==> config.mk <==
export PLATFORM = sky130hd
export DESIGN_NAME = sar_search_controller
export DESIGN_NICKNAME = d
export VERILOG_FILES = /design/src/rtl/sar_search_controller_pkg.sv /design/src/rtl/sar_search_controller.sv
export SDC_FILE = /design/constraint.sdc
export NUM_CORES = 1
export LEC_CHECK = 0
export CAP_MARGIN = 20
export CELL_PAD_IN_SITES_DETAIL_PLACEMENT = 0
export CELL_PAD_IN_SITES_GLOBAL_PLACEMENT = 1
export CORE_AREA = 2 2 39 41
export DETAILED_ROUTE_END_ITERATION = 7
export DIE_AREA = 0 0 41 43
export HOLD_SLACK_MARGIN = 0.12
export PLACE_DENSITY_LB_ADDON = 0.1
export SETUP_SLACK_MARGIN = 0.2
export SYNTH_ARGS = -nofsm -noshare
export SYNTH_HDL_FRONTEND = slang
export SYNTH_SLANG_ARGS = --single-unit
==> constraint.sdc <==
create_clock -name clk -period 1.55 [get_ports clk]
set_clock_uncertainty 0.2 [all_clocks]
set_input_delay 0.31 -clock clk [delete_from_list [all_inputs] [get_ports clk]]
set_output_delay 0.31 -clock clk [all_outputs]
set_load 0.02 [all_outputs]
==> src/rtl/sar_search_controller_pkg.sv <==
// Shared definitions for the successive-approximation search controller:
// FSM state encoding, default operand width and bit-index counter sizing.
package sar_search_controller_pkg;

    typedef enum logic [1:0] {
        StIdle  = 2'd0,
        StTrial = 2'd1,
        StDone  = 2'd2
    } sar_state_e;

    localparam int unsigned SAR_DEFAULT_N = 2;

    function automatic int unsigned idx_width(input int unsigned n);
        return (n > 1) ? $clog2(n) : 1;
    endfunction

endpackage

==> src/rtl/sar_search_controller.sv <==
// MSB-first successive-approximation search: drives a trial value to an external
// "guess > target" comparator and converges on the target in N decisions.
module sar_search_controller
    import sar_search_controller_pkg::*;
#(
    parameter int unsigned N = SAR_DEFAULT_N
) (
    input  logic         clk,
    input  logic         reset,
    input  logic         start,
    input  logic         guess_greater_than_target,
    output logic [N-1:0] guess,
    output logic         busy,
    output logic         done,
    output logic [N-1:0] result
);

    localparam int unsigned IW = idx_width(N);

    sar_state_e    r_state, w_state_next;
    logic [N-1:0]  r_guess, w_guess_next;
    logic [N-1:0]  r_result, w_result_next;
    logic [IW-1:0] r_idx, w_idx_next;
    logic          r_busy, w_busy_next;
    logic          r_done, w_done_next;
    logic [N-1:0]  w_trial;

    always_ff @(posedge clk or posedge reset) begin
        if (reset) begin
            r_state  <= StIdle;
            r_guess  <= '0;
            r_result <= '0;
            r_idx    <= IW'(N - 1);
            r_busy   <= 1'b0;
            r_done   <= 1'b0;
        end else begin
            r_state  <= w_state_next;
            r_guess  <= w_guess_next;
            r_result <= w_result_next;
            r_idx    <= w_idx_next;
            r_busy   <= w_busy_next;
            r_done   <= w_done_next;
        end
    end

    always_comb begin
        w_state_next  = r_state;
        w_guess_next  = r_guess;
        w_result_next = r_result;
        w_idx_next    = r_idx;
        w_busy_next   = r_busy;
        w_done_next   = 1'b0;
        w_trial       = r_guess;

        unique case (r_state)
            StIdle, StDone: begin
                if (start) begin
                    w_guess_next        = '0;
                    w_guess_next[N-1]   = 1'b1;
                    w_idx_next          = IW'(N - 1);
                    w_busy_next         = 1'b1;
                    w_state_next        = StTrial;
                end else begin
                    w_busy_next  = 1'b0;
                    w_state_next = StIdle;
                end
            end
            StTrial: begin
                // Comparator says we overshot: drop the bit under test.
                if (guess_greater_than_target) begin
                    w_trial[r_idx] = 1'b0;
                end
                if (r_idx != '0) begin
                    w_trial[r_idx - IW'(1)] = 1'b1;
                    w_idx_next              = r_idx - IW'(1);
                end else begin
                    w_result_next = w_trial;
                    w_busy_next   = 1'b0;
                    w_done_next   = 1'b1;
                    w_state_next  = StDone;
                end
                w_guess_next = w_trial;
            end
            default: begin
                w_busy_next  = 1'b0;
                w_state_next = StIdle;
            end
        endcase
    end

    assign guess  = r_guess;
    assign busy   = r_busy;
    assign done   = r_done;
    assign result = r_result;

endmodule

==> results.tsv, run 1 <==
stage	metric	value	unit
timing	hold_viol	0	
die	row_count	14	
route	antenna_left	0	
logic_synthesis	ys_seq_area_frac	0.616	
setup_path	arrival	1270	ps
timing	rsz0062_at_grt	true	
route	wl_per_cell	11.4	um
global_routing	grt.busiest_layer	met2	
setup_path	critPathKind	reg -> reg	
logic_synthesis	ys_seq_elements	9	
setup_path	start_kind	register	
power_and_ir_drop	p_int	0.000751	W
setup_path	crit_end	result[0]	
setup_path	startpoint	r_state[1]	
power_and_ir_drop	power.share.combinational	0.464	
setup_path	worstReg2RegStart	r_state[1]	
timing	setup_viol	0	
route	drt_first_pass_iters	1	
logic_synthesis	yosysWarnings	0	
timing	worst-slew-pin-transition	347	ps
setup_path	r2r_cells	2	
worst_hold_path	min-delay-path-class	in -> async	
power_and_ir_drop	p_sw_frac	0.338	
layout	antenna_cells	0	
power_and_ir_drop	switchingPower	0.000383	W
placed_design	gp_congestion	0.667	
layout	synthToLayoutAreaGrowth	44.2	%
setup_path	crit_chain	nor3b_4 -> mux2_4	
route	drc_errors	0	
layout	finalNetCount	51	
logic_synthesis	synth_area_per_cell	13.6	um^2
placed_design	portBuffers	9	
die	die_w	41	um
timing	finalMaxSlewViolations	0	
logic_synthesis	synth_cells	27	
timing	fin_hold_ws	115	ps
global_routing	grtUsageMet1	0.112	
cts	path_clk_slew	60	ps
global_routing	grt_usage	0.0992	
setup_path	required	1490	ps
timing	timing.fmax	753	MHz
timing	min_period_over_period	0.856	
global_routing	antenna_found_initial	0	
route	routed_wl	706	um
power_and_ir_drop	clockPowerShare	0.158	
setup_path	critPathTopFamily	flip-flops	
layout	drive_above_1_share	0.478	
global_routing	grt.overflow.total	0	
global_routing	grt_max_degree	10	
logic_synthesis	synthDistinctLibCells	16	
setup_path	crit_path_end_kind	register	
die	coreArea	1380	um^2
power_and_ir_drop	leakagePower	0.264	nW
die	initial_core_util	0.266	
cts	cts.sinks	9	
cts	cts_tree	done	
die	die-area	1760	um^2
setup_path	cp_max_fo	3	
setup_path	r2r_setup_slack	220	ps
logic_synthesis	synth_area	368	um^2
global_routing	grt_pass1_wl	1.14	mm
setup_path	crit_buf_inv	0	
route	drt_iter0_markers	0	
global_routing	grt_use_met3	0.0157	
timing	slew_headroom	0.768	
global_routing	grt_use_met2	0.144	
route	via_count	270	
setup_path	worstSetupPathDepth	2	
placed_design	dp_hpwl	494	um
route	via_per_inst	4.35	
global_routing	grt_pass1_vias	276	
die	die_h	43	um
layout	fillers	147	
layout	final_util	0.383	
cts	cts_buffer_depth	2	
cts	htreeDepth	1	
setup_path	r2r-end	result[0]	
power_and_ir_drop	powerDensity	2140	nW/um^2
logic_synthesis	syn_nets	31	
die	pin_count	10	
cts	cts_buffers	3	
status	status	complete, no violations	
setup_path	crit_path_max_incr_delay	430	ps
timing	finalSetupTns	0	ps
job	cap_violations	0	
setup_path	slowest_stage	dfrtp_2	
cts	clock_latency	260	ps
timing	period_needed	1330	ps
cts	cts_root_buf	clkbuf_4	
power_and_ir_drop	pwr-share-seq	0.378	
power_and_ir_drop	vdd_ir_drop_max	0.607	mV
-- worst register-to-register path: cells and delay by family, from the launching register on --
family / cells / cell delay, ps
DFF: 1 / 430
and+or+nand+nor: 1 / 260
muxes: 1 / 320
-- power groups by stage --
stage / Clock, W / Sequential [W] / Combinational, W
after floorplan: 0 / 0.000516 / 0.000194
after detailed placement: 0 / 0.000449 / 0.000463
after global placement: 0 / 0.000440 / 0.000458
after global routing: 0.000202 / 0.000443 / 0.000574
final: 0.000179 / 0.000429 / 0.000527
after CTS: 0.000191 / 0.000435 / 0.000450
-- synth_stat cells --
| library cell | n | area, um^2 |
|---|---|---|
| dfrtp_1 | 8 | 200 |
| inv_1 | 4 | 15.0 |
| mux2_2 | 2 | 22.5 |
| a21o_1 | 1 | 7.51 |
| and2b_2 | 1 | 8.76 |
| and3b_2 | 1 | 10.0 |
| dfstp_2 | 1 | 26.3 |
| nand2b_1 | 1 | 6.26 |
| nand3b_1 | 1 | 7.51 |
| nor2b_1 | 1 | 6.26 |
| nor3b_1 | 1 | 7.51 |
| nor3b_4 | 1 | 18.8 |
| o21bai_1 | 1 | 7.51 |
| o22a_1 | 1 | 8.76 |
| o31ai_1 | 1 | 7.51 |
| or2b_1 | 1 | 7.51 |
-- metrics by stage --
| step | cells | instance area [um^2] | worst slack, ps | power (W) |
|---|---|---|---|---|
| 3_3_place_gp | 53 | 485 | 101 | 0.000898 |
| 3_5_place_dp | 53 | 485 | 76.3 | 0.000913 |
| 5_1_grt | 62 | 531 | 187 | 0.00122 |
| 2_1_floorplan | 27 | 368 | 255 | 0.000710 |
| 4_1_cts | 59 | 497 | 202 | 0.00108 |
| 6_report | 62 | 531 | 223 | 0.00113 |
-- routing by layer --
metal / wire, um / share of wire / vias up
met5: 0 / 0 / -
met4: 0 / 0 / 0
met2: 361 / 0.51 / 9
met1: 287 / 0.41 / 131
met3: 58 / 0.082 / 0
li1: - / - / 130
-- worst min path at each step --
stage | depth (start not counted) | slack [ps] | to
2_1_floorplan | 1 | -60 | busy
3_3_place_gp | 1 | 290 | result[0]
3_5_place_dp | 1 | 300 | result[1]
4_1_cts | 2 | 110 | guess[0]
5_1_grt | 2 | 140 | result[0]
6_report | 2 | 120 | guess[0]
-- flip-flops by register name (all words and copies together) (netlist names) --
register	count
done	1
guess	2
r_idx	1
r_state	2
result	2
busy	1
-- layout by cell type, fill, tap and decap left out, types with 2 or more instances in the layout --
cell type,n
inv_1,4
clkdlybuf4s50_1,3
mux2_4,2
clkbuf_4,3
buf_4,7
dfrtp_1,7
buf_2,5
-- what timing repair did --
action | 4_1_cts | 5_1_grt
pin swaps | 1 | 1
endpoints found under the hold margin | 8 | 0
setup endpoints to repair | 8 | 3
gates resized for setup | 24 | 4
buffers inserted | 2 | 3
-- final cells by class --
type	count	area (um^2)	share of cell area
flip-flops and latches	9	228	0.429
multi-input cells	14	134	0.252
repair buffers	15	108	0.203
clock buffers	4	26.3	0.0495
well taps	16	20.0	0.0377
inverters	4	15.0	0.0283
-- cell families after synthesis --
kind of cell,after synthesis,share of synthesized area
DFF,9,0.616
muxes,2,0.0612
buffers and inverters,4,0.0408
and+or+nand+nor,8,0.197
AOI/OAI and AO/OA,4,0.0851
(Power assumes the default switching activity.)
==> run 2, diff against run 1 <==
GPL_TIMING_DRIVEN = 0   (was unset)
==> run 2 against run 1 <==
Design area unchanged. Die area did not move. Combinational power down 1%. Non-clock buffer count unchanged. Cell count stayed put. Utilization did not move. Critical endpoint is now result[1]. Clock-buffer cell count unchanged. Hold slack better by 2.3 ps. Wire length down 0.14%.
==> results.tsv, run 2 (same netlist as run 1, synthesis figures left out) <==
stage	metric	value	unit	change
worst_hold_path	min-delay-path-class	in -> async		
timing	finalMaxSlewViolations	0		unchanged
global_routing	grt_pass1_vias	240		-13%
cts	cts_tree	done		
placed_design	gp_congestion	0.650		-2.6%
cts	clock_latency	260	ps	about the same
route	routed_wl	705	um	-0.14%
global_routing	grt_usage	0.0934		-0.00579
timing	slew_headroom	0.768		about the same
setup_path	r2r_cells	2		unchanged
layout	layout_common_cells	dfrtp_1, buf_4, buf_2, inv_1		
timing	timing.fmax	754	MHz	+0.12%
setup_path	crit_chain	nor3b_4 -> mux2_4		
power_and_ir_drop	powerDensity	2140	nW/um^2	about the same
route	via_count	264		-2.2%
die	initial_core_util	0.266		unchanged
setup_path	slowest_stage	dfrtp_2		
die	die_h	43	um	unchanged
power_and_ir_drop	leakagePower	0.263	nW	-0.15%
setup_path	required	1490	ps	about the same
placed_design	dpl_worst_slack	52.0	ps	-24.3 ps
cts	path_clk_slew	60	ps	about the same
layout	antenna_cells	0		unchanged
die	die_w	41	um	unchanged
layout	synthToLayoutAreaGrowth	44.2	%	unchanged
global_routing	grt.overflow.total	0		unchanged
timing	rsz0062_at_grt	true		
route	antenna_left	0		unchanged
power_and_ir_drop	vdd_ir_drop_max	0.727	mV	+20%
placed_design	dp_hpwl	463	um	-6.4%
die	row_count	14		unchanged
placed_design	portBuffers	9		unchanged
route	drc_errors	0		unchanged
setup_path	start_kind	register		
layout	fillers	143		-2.7%
timing	hold_viol	0		unchanged
timing	period_needed	1330	ps	-1.58 ps
die	pin_count	10		unchanged
cts	cts_buffers	3		unchanged
setup_path	arrival	1270	ps	about the same
global_routing	grt_pass1_wl	1.04	mm	-9.1%
status	status	complete, no violations		
timing	setup_viol	0		unchanged
timing	fin_hold_ws	117	ps	+2.28 ps
route	drt_first_pass_iters	2		+1
route	wl_per_cell	11.4	um	-0.14%
setup_path	crit_path_max_incr_delay	430	ps	about the same
setup_path	r2r-end	result[1]		
cts	cts_root_buf	clkbuf_4		
setup_path	cp_max_fo	3		unchanged
cts	htreeDepth	1		unchanged
timing	fin_ws	224	ps	+1.58 ps
timing	finalSetupTns	0	ps	unchanged
layout	finalNetCount	51		unchanged
layout	final_util	0.383		unchanged
die	die-area	1760	um^2	unchanged
layout	drive_above_1_share	0.478		unchanged
cts	cts.sinks	9		unchanged
global_routing	grt_max_degree	10		unchanged
setup_path	worstReg2RegStart	r_state[1]		
job	cap_violations	0		unchanged
setup_path	r2r_setup_slack	220	ps	about the same
route	via_per_inst	4.26		-2.2%
route	drt_iter0_markers	3		+3
die	coreArea	1380	um^2	unchanged
global_routing	antenna_found_initial	0		unchanged
setup_path	crit_path_end_kind	register		
placed_design	post_dp_cell_area	478	um^2	-1.5%
layout	fin_area	531	um^2	unchanged
setup_path	startpoint	r_state[1]		
setup_path	critPathKind	reg -> reg		
cts	cts_buffer_depth	2		unchanged
timing	min_period_over_period	0.855		-0.00102
timing	worst-slew-pin-transition	347	ps	-0.506 ps
run 2: cell type report:
type | instances | area [um^2] | share of cell area
Tap cell | 16 | 20.0 | 0.0377
Timing Repair Buffer | 15 | 108 | 0.203
Sequential cell | 9 | 228 | 0.429
Inverter | 4 | 15.0 | 0.0283
Multi-Input combinational cell | 14 | 134 | 0.252
Clock buffer | 4 | 26.3 | 0.0495
run 2: how the worst max path moves through the flow:
stage / slack, ps / endpoint
6_report: 220 / result[1]
5_1_grt: 170 / result[0]
4_1_cts: 200 / guess[1]
3_5_place_dp: 50 / guess[1]
3_3_place_gp: 70 / guess[1]
2_1_floorplan: 260 / result[0]
run 2: through the flow:
stage	std cells	power, W
4_1_cts	56	0.00102
2_1_floorplan	27	0.000710
6_report	62	0.00113
5_1_grt	62	0.00121
3_5_place_dp	52	0.000898
3_3_place_gp	52	0.000883
run 2: what timing repair did:
item / CTS / global route
resized for setup: 25 / 3
setup buffers: 0 / 6
pin swaps: 1 / 1
endpoints found under the setup margin: 8 / 4
hold endpoints to repair: 4 / 0
run 2: metal layers:
metal | up-vias | share of wire | routed length (um) | global-route usage
met3 | 0 | 0.095 | 67 | 0.0314
met1 | 126 | 0.44 | 311 | 0.123
met2 | 9 | 0.46 | 326 | 0.106
met5 | - | 0 | 0 | 0
li1 | 129 | - | - | -
met4 | 0 | 0 | 0 | 0.100
run 2: worst max-delay path, delay by kind of cell, from the launching register on:
kind | cells | cell delay (ps)
DFF | 1 | 430
muxes | 1 | 320
and+or+nand+nor | 1 | 270
run 2: report_power, final:
group,total [W],switching [W],internal (W),leakage [nW]
sequential,0.000437,0.0000821,0.000355,0.107
combinational,0.000520,0.000227,0.000293,0.141
clock,0.000177,0.0000784,0.0000990,0.0150
total,0.00113,0.000388,0.000747,0.263
==> run 3, diff against run 2 <==
--- a/config.mk
+++ b/config.mk
@@ -6,4 +6,5 @@
 export NUM_CORES = 1
 export LEC_CHECK = 0
+export ABC_CLOCK_PERIOD_IN_PS = 1550
 export CAP_MARGIN = 20
 export CELL_PAD_IN_SITES_DETAIL_PLACEMENT = 0
--- a/constraint.sdc
+++ b/constraint.sdc
@@ -3,3 +3,3 @@
 set_input_delay 0.31 -clock clk [delete_from_list [all_inputs] [get_ports clk]]
 set_output_delay 0.31 -clock clk [all_outputs]
-set_load 0.02 [all_outputs]
+set_load 0.1 [all_outputs]
==> run 3 against run 2 <==
Design area up 16%. Utilization up 6.2 points. Global-route usage down 0.71 points. First-iteration DRC count unchanged. Non-clock buffer count unchanged. Sequential share of layout area down 4.8 points. Cell count unchanged. Worst setup slack worse by 34 ps. Wire length down 3.8%. Critical path depth down 1. Maximum frequency down 2.5%. Clock-buffer cell count unchanged. Largest cell class unchanged.
==> results.tsv, run 3 (same netlist as run 1, synthesis figures left out) <==
stage	metric	value	unit	change
die	die_w	41	um	unchanged
setup_path	worstReg2RegStart	r_state[1]		
route	via_count	267		+1.1%
route	antenna_left	0		unchanged
die	initial_core_util	0.266		unchanged
timing	period_needed	1360	ps	+34.1 ps
cts	htreeDepth	1		unchanged
layout	antenna_cells	0		unchanged
cts	cts_buffers	3		unchanged
route	routed_wl	678	um	-3.8%
layout	synthToLayoutAreaGrowth	67.7	%	
die	die_h	43	um	unchanged
layout	drive_above_1_share	0.609		+0.130
setup_path	r2r_setup_slack	220	ps	about the same
placed_design	dp_hpwl	463	um	about the same
timing	setup_viol	0		unchanged
setup_path	required	1040	ps	-450 ps
die	pin_count	10		unchanged
global_routing	grt_usage	0.0863		-0.00711
setup_path	critPathKind	reg -> out		
die	row_count	14		unchanged
timing	timing.fmax	735	MHz	-2.5%
setup_path	slowest_stage	dfrtp_2		
placed_design	gp_congestion	0.649		about the same
setup_path	crit_buf_inv	1		+1
placed_design	portBuffers	9		unchanged
setup_path	arrival	850	ps	-420 ps
setup_path	startpoint	busy		
cts	cts_tree	done		
timing	rsz0062_at_grt	true		
setup_path	critPathTopFamily	flip-flops		
layout	layout_common_cells	dfrtp_2, buf_4, buf_12, inv_1		
timing	finalMaxSlewViolations	0		unchanged
cts	cts.sinks	9		unchanged
setup_path	crit_path_max_incr_delay	430	ps	about the same
setup_path	worstSetupPathDepth	1		-1
timing	hold_viol	0		unchanged
setup_path	cp_max_fo	2		-1
cts	cts_root_buf	clkbuf_4		
setup_path	crit_path_end_kind	primary output		
route	via_per_inst	4.31		+1.1%
global_routing	grt_max_degree	10		unchanged
global_routing	grt_pass1_vias	238		-0.83%
cts	path_clk_slew	60	ps	about the same
layout	finalNetCount	51		unchanged
placed_design	post_dp_cell_area	485	um^2	+1.6%
timing	min_period_over_period	0.877		+0.0220
cts	cts_buffer_depth	2		unchanged
setup_path	start_kind	register		
job	cap_violations	0		unchanged
setup_path	crit_end	busy		
worst_hold_path	min-delay-path-class	in -> async		
timing	worst-slew-pin-transition	343	ps	-4.17 ps
global_routing	grt_pass1_wl	979	um	-5.4%
die	die-area	1760	um^2	unchanged
global_routing	grt.overflow.total	0		unchanged
timing	slew_headroom	0.771		+0.00278
cts	clock_latency	250	ps	about the same
route	wl_per_cell	10.9	um	-3.8%
route	drt_first_pass_iters	4		+2
status	status	complete, no violations		
route	drc_errors	0		unchanged
global_routing	antenna_found_initial	0		unchanged
layout	layout_commonest_cell	dfrtp_2		
die	coreArea	1380	um^2	unchanged
setup_path	r2r_cells	2		unchanged
setup_path	crit_chain	buf_12		
setup_path	r2r-end	result[0]		
route	drt_iter0_markers	3		unchanged
layout	fin_area	617	um^2	+16%
==> run 3: cell counts in the layout (fill, tap and decap cells not counted) <==
Identical to the previous run, type by type.
==> run 3: layout make-up <==
type,count,area [um^2]
flip-flops and latches,9,235
repair buffers,15,186
well taps,16,20.0
clock buffers,4,26.3
fillers,126,767
multi-input cells,14,134
inverters,4,15.0
==> run 3: per-stage QoR <==
stage	utilization	worst slack, ps	TNS [ps]	hold WS, ps	instances
2_1_floorplan	-	185	0	-63.2	27
3_3_place_gp	0.351	-447	-2520	297	52
3_5_place_dp	0.351	-453	-2530	308	52
4_1_cts	0.411	184	0	119	59
5_1_grt	0.446	170	0	167	62
6_report	0.446	190	0	132	62
==> run 3: what timing repair did <==
action,CTS,global route
resized for setup,49,6
endpoints found under the hold margin,3,0
setup endpoints to repair,8,8
pin swaps,1,1
setup buffers,3,3
==> run 3: worst min path at each step <==
stage               depth (start not counted)  slack (ps)          to      start
finish                                      2         130  r_state[0]      reset
global route                                2         170   result[1]      reset
CTS                                         2         120  r_state[0]      reset
detailed placement                          1         310   result[0]  result[0]
global placement                            1         300   result[1]  result[1]
floorplan                                   1         -60  r_state[0]      reset
==> run 3: routing by layer <==
| layer | track usage | vias to the layer above | part of all wire | wire [um] |
|---|---|---|---|---|
| met5 | 0 | - | 0 | 0 |
| met4 | 0.0600 | 0 | 0 | 0 |
| met3 | 0.0157 | 0 | 0.063 | 43 |
| met2 | 0.122 | 9 | 0.51 | 343 |
| met1 | 0.113 | 130 | 0.43 | 291 |
| li1 | - | 128 | - | - |
Power of run 3 is not shown: default switching activity piles up to over one toggle a cycle in this logic, so the estimate is an artifact.
